## src/rtl/rr_arb4_pkg.sv

```systemverilog
// Shared types and constants for the 4-way round-robin arbiter.
package rr_arb4_pkg;
    localparam int IDX_W = 2;
    localparam int N_REQ = 4;

    typedef enum logic {
        IDLE  = 1'b0,
        GRANT = 1'b1
    } state_t;

    function automatic logic [N_REQ-1:0] onehot(input logic [IDX_W-1:0] idx);
        logic [N_REQ-1:0] v;
        v = '0;
        v[idx] = 1'b1;
        return v;
    endfunction
endpackage

```

## src/rtl/rr_pick4.sv

```systemverilog
// Rotating-priority pick: first set req bit scanning ptr+1, ptr+2, ptr+3, ptr (mod 4).
// Purely combinational; any is low when no request is set.
module rr_pick4
    import rr_arb4_pkg::*;
(
    input  logic [N_REQ-1:0] req,
    input  logic [IDX_W-1:0] ptr,
    output logic [IDX_W-1:0] idx,
    output logic             any
);
    always_comb begin
        logic [IDX_W-1:0] cand;
        idx = '0;
        any = 1'b0;
        for (int k = 1; k <= N_REQ; k++) begin
            cand = ptr + IDX_W'(k);
            if (!any && req[cand]) begin
                idx = cand;
                any = 1'b1;
            end
        end
    end
endmodule

```

## src/rtl/rr_arb4.sv

```systemverilog
// 4-requester round-robin arbiter with registered one-hot grant and 4:1 payload mux.
// Optional per-grant burst limit enabled by defining RR_ARB4_BURST_LIMIT_EN.
module rr_arb4
    import rr_arb4_pkg::*;
#(
    parameter int DATA_W    = 2,
    parameter int MAX_BURST = 4
) (
    input  logic              clk,
    input  logic              rst,
    input  logic [3:0]        req,
    input  logic [DATA_W-1:0] p0,
    input  logic [DATA_W-1:0] p1,
    input  logic [DATA_W-1:0] p2,
    input  logic [DATA_W-1:0] p3,
    input  logic              dout_ready,
    output logic [3:0]        gnt,
    output logic [1:0]        sel,
    output logic [DATA_W-1:0] dout,
    output logic              dout_valid
);
    if (MAX_BURST < 1 || MAX_BURST > 255) begin : g_bad_burst
        $error("rr_arb4: MAX_BURST out of range 1..255");
    end

    state_t           state;
    logic [IDX_W-1:0] ptr;
    logic [IDX_W-1:0] pick_idx;
    logic             pick_any;
    logic             xfer;

    rr_pick4 u_pick (
        .req (req),
        .ptr (ptr),
        .idx (pick_idx),
        .any (pick_any)
    );

    // Outputs are forced quiet while rst is sampled high so no transfer is seen that cycle.
    always_comb begin
        dout       = '0;
        dout_valid = 1'b0;
        if (state == GRANT && !rst) begin
            dout_valid = req[sel];
            case (sel)
                2'd0:    dout = p0;
                2'd1:    dout = p1;
                2'd2:    dout = p2;
                default: dout = p3;
            endcase
        end
    end

    assign xfer = dout_valid && dout_ready;

`ifdef RR_ARB4_BURST_LIMIT_EN
    logic [7:0] cnt;

    always_ff @(posedge clk) begin
        if (rst) begin
            state <= IDLE;
            gnt   <= '0;
            sel   <= '0;
            ptr   <= 2'd3;
            cnt   <= '0;
        end else begin
            case (state)
                IDLE: begin
                    if (pick_any) begin
                        state <= GRANT;
                        sel   <= pick_idx;
                        gnt   <= onehot(pick_idx);
                        ptr   <= pick_idx;
                        cnt   <= '0;
                    end
                end
                GRANT: begin
                    if (!req[sel]) begin
                        state <= IDLE;
                        gnt   <= '0;
                    end else if (xfer) begin
                        if (cnt + 8'd1 == 8'(MAX_BURST)) begin
                            state <= IDLE;
                            gnt   <= '0;
                            cnt   <= '0;
                        end else begin
                            cnt <= cnt + 8'd1;
                        end
                    end
                end
                default: state <= IDLE;
            endcase
        end
    end
`else
    logic unused_xfer;
    assign unused_xfer = xfer;

    always_ff @(posedge clk) begin
        if (rst) begin
            state <= IDLE;
            gnt   <= '0;
            sel   <= '0;
            ptr   <= 2'd3;
        end else begin
            case (state)
                IDLE: begin
                    if (pick_any) begin
                        state <= GRANT;
                        sel   <= pick_idx;
                        gnt   <= onehot(pick_idx);
                        ptr   <= pick_idx;
                    end
                end
                GRANT: begin
                    if (!req[sel]) begin
                        state <= IDLE;
                        gnt   <= '0;
                    end
                end
                default: state <= IDLE;
            endcase
        end
    end
`endif
endmodule

```

## config.mk

```make
export PLATFORM = sky130hd
export DESIGN_NAME = rr_arb4
export DESIGN_NICKNAME = d
export VERILOG_FILES = /design/src/rtl/rr_arb4_pkg.sv /design/src/rtl/rr_pick4.sv /design/src/rtl/rr_arb4.sv
export SDC_FILE = /design/constraint.sdc
export NUM_CORES = 1
export LEC_CHECK = 0
export CORE_MARGIN = 2
export CORE_UTILIZATION = 35
export DETAILED_ROUTE_END_ITERATION = 10
export GPL_TIMING_DRIVEN = 0
export PLACE_DENSITY = 0.75
export SKIP_LAST_GASP = 1
export SLEW_MARGIN = 20
export SYNTH_ARGS = -nofsm -noshare
export SYNTH_HDL_FRONTEND = slang
export SYNTH_SLANG_ARGS = --single-unit
```

## constraint.sdc

```tcl
create_clock -name clk -period 4.8 [get_ports clk]
set_clock_uncertainty 0.1 [all_clocks]
set_input_delay 0.48 -clock clk [delete_from_list [all_inputs] [get_ports clk]]
set_output_delay 0.48 -clock clk [all_outputs]
set_load 0.01 [all_outputs]
```

==> flow_summary.toml, run 1 <==
[synthesis]
synth_edf_count = 0
synth_simple_gate_area_share_pct = 22.20
netlist_instances = 55
synth_top_area_cell = "dfxtp_1"
synth.area.top_cells = "dfxtp_1, mux4_2, bufbuf_16, nand2_1, a21oi_1"
synth_top_area_share_pct = 32.29
synth.avg_cell_area_um2 = 10.15
synth.most_common_cell = "dfxtp_1"
yosys_register_bits = 9
synth_top_family_by_area = "simple AND/OR/NAND/NOR gates"
syn-num-nets = 70
synthMuxAreaShare_pct = 15.70
async_flop_share_pct = 0
yosysUniqueCellTypes = 26
syn_area_um2 = 558.0
ys_warn_count = 0
synth_compound_area_share_pct = 19.96
synth_common_cells = "dfxtp_1, nand2_1, a21oi_1, nor2_1"
synth_xor_area_share_pct = 0
synth_adder_area_share_pct = 0
ys_seq_area_share_pct = 32.29
synth-main-ff-cell = "dfxtp_1"

[flow_run]
drv_cap = 0

[layout]
fin_util_pct = 54.07
area_delta_synth_final_pct = 45.96
n_antenna_cell = 0
drive_above_1_share_pct = 18.75
n_fill_cell = 140
nNetsFinal = 96

[drt]
drtIter0Drc = 8
wirelength_um = 1216
drc = 0
antenna_left = 0
first_pass_iters = 4
wl_per_cell_um = 12.67
vias_per_cell = 5.719
num_vias = 549

[power_and_ir_drop]
p_switching_uw = 70.94
p_sw_share_pct = 29.19
powerDensity_nw_per_um2 = 298.4
pwr-share-comb_pct = 38.1
seqPwrFrac_pct = 38.2
power.leakage_uw = 0.0003174
ir_drop_v = 0.0001642
internal_power_uw = 172.1
clkPwrFrac_pct = 23.7

[run_status]
status = "complete, no violations"

[die]
core-area_um2 = 1506
ios = 24
initial_utilization_pct = 37.04
die_x_um = 43.93
die_h_um = 43.93
die_area_um2 = 1930
num_rows = 14

[cts]
ctsHoldBuffers = 0
cts_made_buffers = 3
cts_resized = 0
cts_setup_buffers = 0
htreeDepth = 1
cts_root_buffer = "clkbuf_4"
cts.path.max_buffers = 2
cts_tree = "built"
clkLatencyLatePin_ps = 260
clk_pin_slew_ps = 60
cts.sinks = 9

[setup_path]
cp-end-kind = "primary output"
rrSetupSlack_ps = 3070
crit_chain = "clkdlybuf4s50_1 -> mux4_2 -> and3_1 -> clkdlybuf4s50_1"
critPathMaxFanout = 7
path_class = "in2out"
cpMostUsedCell = "clkdlybuf4s50_1"
cp-start-kind = "input pin"
slowest_stage = "mux4_2"
max_stage_delay_ps = 530
crit_arrival_ps = 2210
worstPathRequired_ps = 4220

[global_routing]
antenna_found_initial = 0
grt_first_pass_wirelength_um = 2118
grt_max_degree = 10
gr-total-overflow = 0
grt_pass1_vias = 513
grt_usage_pct = 14.86

[sta]
setup_violations = 0
rsz0062_at_grt = "false"
fin_crit_sh_pct = 58.16
maxSlewViolCount = 0
finalHoldViolCount = 0
worstMarginPinSlew_ps = 547.7
min_period_ps = 2792
hold_ws_ps = 359.9
setup-tns-final_ps = 0
max_slew_margin_pct = 63.15
fmaxAchievable_ghz = 0.3582

[placement]
gp_congestion = 0.7878
place_hpwl_um = 977.7
placement.io_buffers = 21

[min_path]
worstHoldPathType = "reg2reg"
-- cell usage in the layout, fill, tap and decap left out, types with 2 or more instances in the layout --
| cell type | synthesis | layout |
|---|---|---|
| a21oi_1 | 4 | 4 |
| nand2_1 | 6 | 6 |
| nor3_1 | 2 | 2 |
| dfxtp_1 | 9 | 9 |
| clkbuf_4 | 1 | 4 |
| nor2_1 | 4 | 4 |
| and3_1 | 3 | 3 |
| inv_1 | 2 | 2 |
| nor4_1 | 2 | 2 |
| a211oi_1 | 2 | 2 |
| clkdlybuf4s50_1 | 0 | 21 |
| mux4_2 | 3 | 3 |
| mux2i_1 | 2 | 2 |
| a32o_1 | 2 | 2 |
-- logic make-up (layout without fill, tap and decap cells) --
family / Yosys count / in the layout
AOI/OAI and AO/OA: 13 / 13
buffers and inverters: 5 / 30
DFF: 9 / 9
muxes: 5 / 5
and+or+nand+nor: 23 / 23
-- final cells by class --
| cell class | instances | area (um2) | area share [%] |
|---|---|---|---|
| Timing Repair Buffer | 21 | 210.2 | 25.81 |
| Clock buffer | 4 | 26.28 | 3.226 |
| Multi-Input combinational cell | 41 | 322.8 | 39.63 |
| Sequential cell | 9 | 180.2 | 22.12 |
| Inverter | 2 | 7.507 | 0.9217 |
| Tap cell | 16 | 20.02 | 2.458 |
| Buffer | 3 | 47.55 | 5.837 |
-- power groups by stage --
stage	sequential [uW]	clock, uW	combinational, uW
2_1_floorplan	96.6	0	54.9
3_3_place_gp	94.6	0	91.6
3_5_place_dp	94.9	0	93.2
4_1_cts	93.2	59.4	93.6
5_1_grt	95.0	63.1	102
6_report	92.9	57.5	92.6
-- path summary, 6_finish.rpt --
| check | start | to | cells past startpoint |
|---|---|---|---|
| max | req[3] | dout_valid | 4 |
| min | gnt[1] | gnt[1] | 1 |
| max reg2reg | sel[0] | gnt[0] | 4 |
| min reg2reg | gnt[1] | gnt[1] | 1 |
-- flip-flops by register name, summed over array words and instances (netlist names) --
register and flops:
gnt 4, ptr 2, sel 2, state 1
-- critical path, delay by kind of cell --
family	cells	cell delay [ps]
buffers and inverters	2	1000
muxes	1	530
and+or+nand+nor	1	200
-- per-layer routing --
metal	up-vias	share of wire [%]	routed length, um	GRT usage [%]
li1	264	-	-	-
met4	0	0.90	11	9.091
met2	25	50	604	25.29
met1	258	41	494	16.88
met5	-	0	0	0
met3	2	8.6	105	2.917
-- metrics by stage --
stage / std cells / worst slack, ps / area (um2) / power (uW)
CTS: 96 / 2020 / 814.5 / 246.2
global route: 96 / 1962 / 814.5 / 259.6
global placement: 92 / 2047 / 788.3 / 186.3
floorplan: 55 / 2988 / 558.0 / 151.5
finish: 96 / 2008 / 814.5 / 243.0
detailed placement: 92 / 2026 / 788.3 / 188.2
Note: power is estimated with default switching activity, not from simulation.
==> inputs of run 2 (changes only) <==
Clock period 4.8 ns to 2.83 ns, I/O delays scaled along.
==> results of run 2 <==
The final DEF is identical to that of run 1. Status: complete, no violations.
Among the figures that moved: setup slack after placement 2026 ps -> 450.5 ps; setup slack after layout 2008 ps -> 432.5 ps; hold slack 359.9 ps -> 244.1 ps; register-to-register setup slack 3070 ps -> 1100 ps; end point of the worst hold path gnt[1] -> sel[1]; total power 243.0 uW -> 412.2 uW; worst IR drop on VDD 0.0001642 V -> 0.0002786 V
==> inputs of run 3 (changes only) <==
Clock period 2.83 ns to 2.4 ns, I/O delays scaled along.
==> results of run 3 <==
The final DEF is identical to that of run 1. Status: complete, no violations.
Among the figures that moved: setup slack after placement 2026 ps -> 106.5 ps; setup slack after layout 2008 ps -> 88.46 ps; hold slack 359.9 ps -> 201.1 ps; register-to-register setup slack 3070 ps -> 670 ps; end point of the worst hold path gnt[1] -> sel[1]; total power 243.0 uW -> 486.0 uW; worst IR drop on VDD 0.0001642 V -> 0.0003285 V
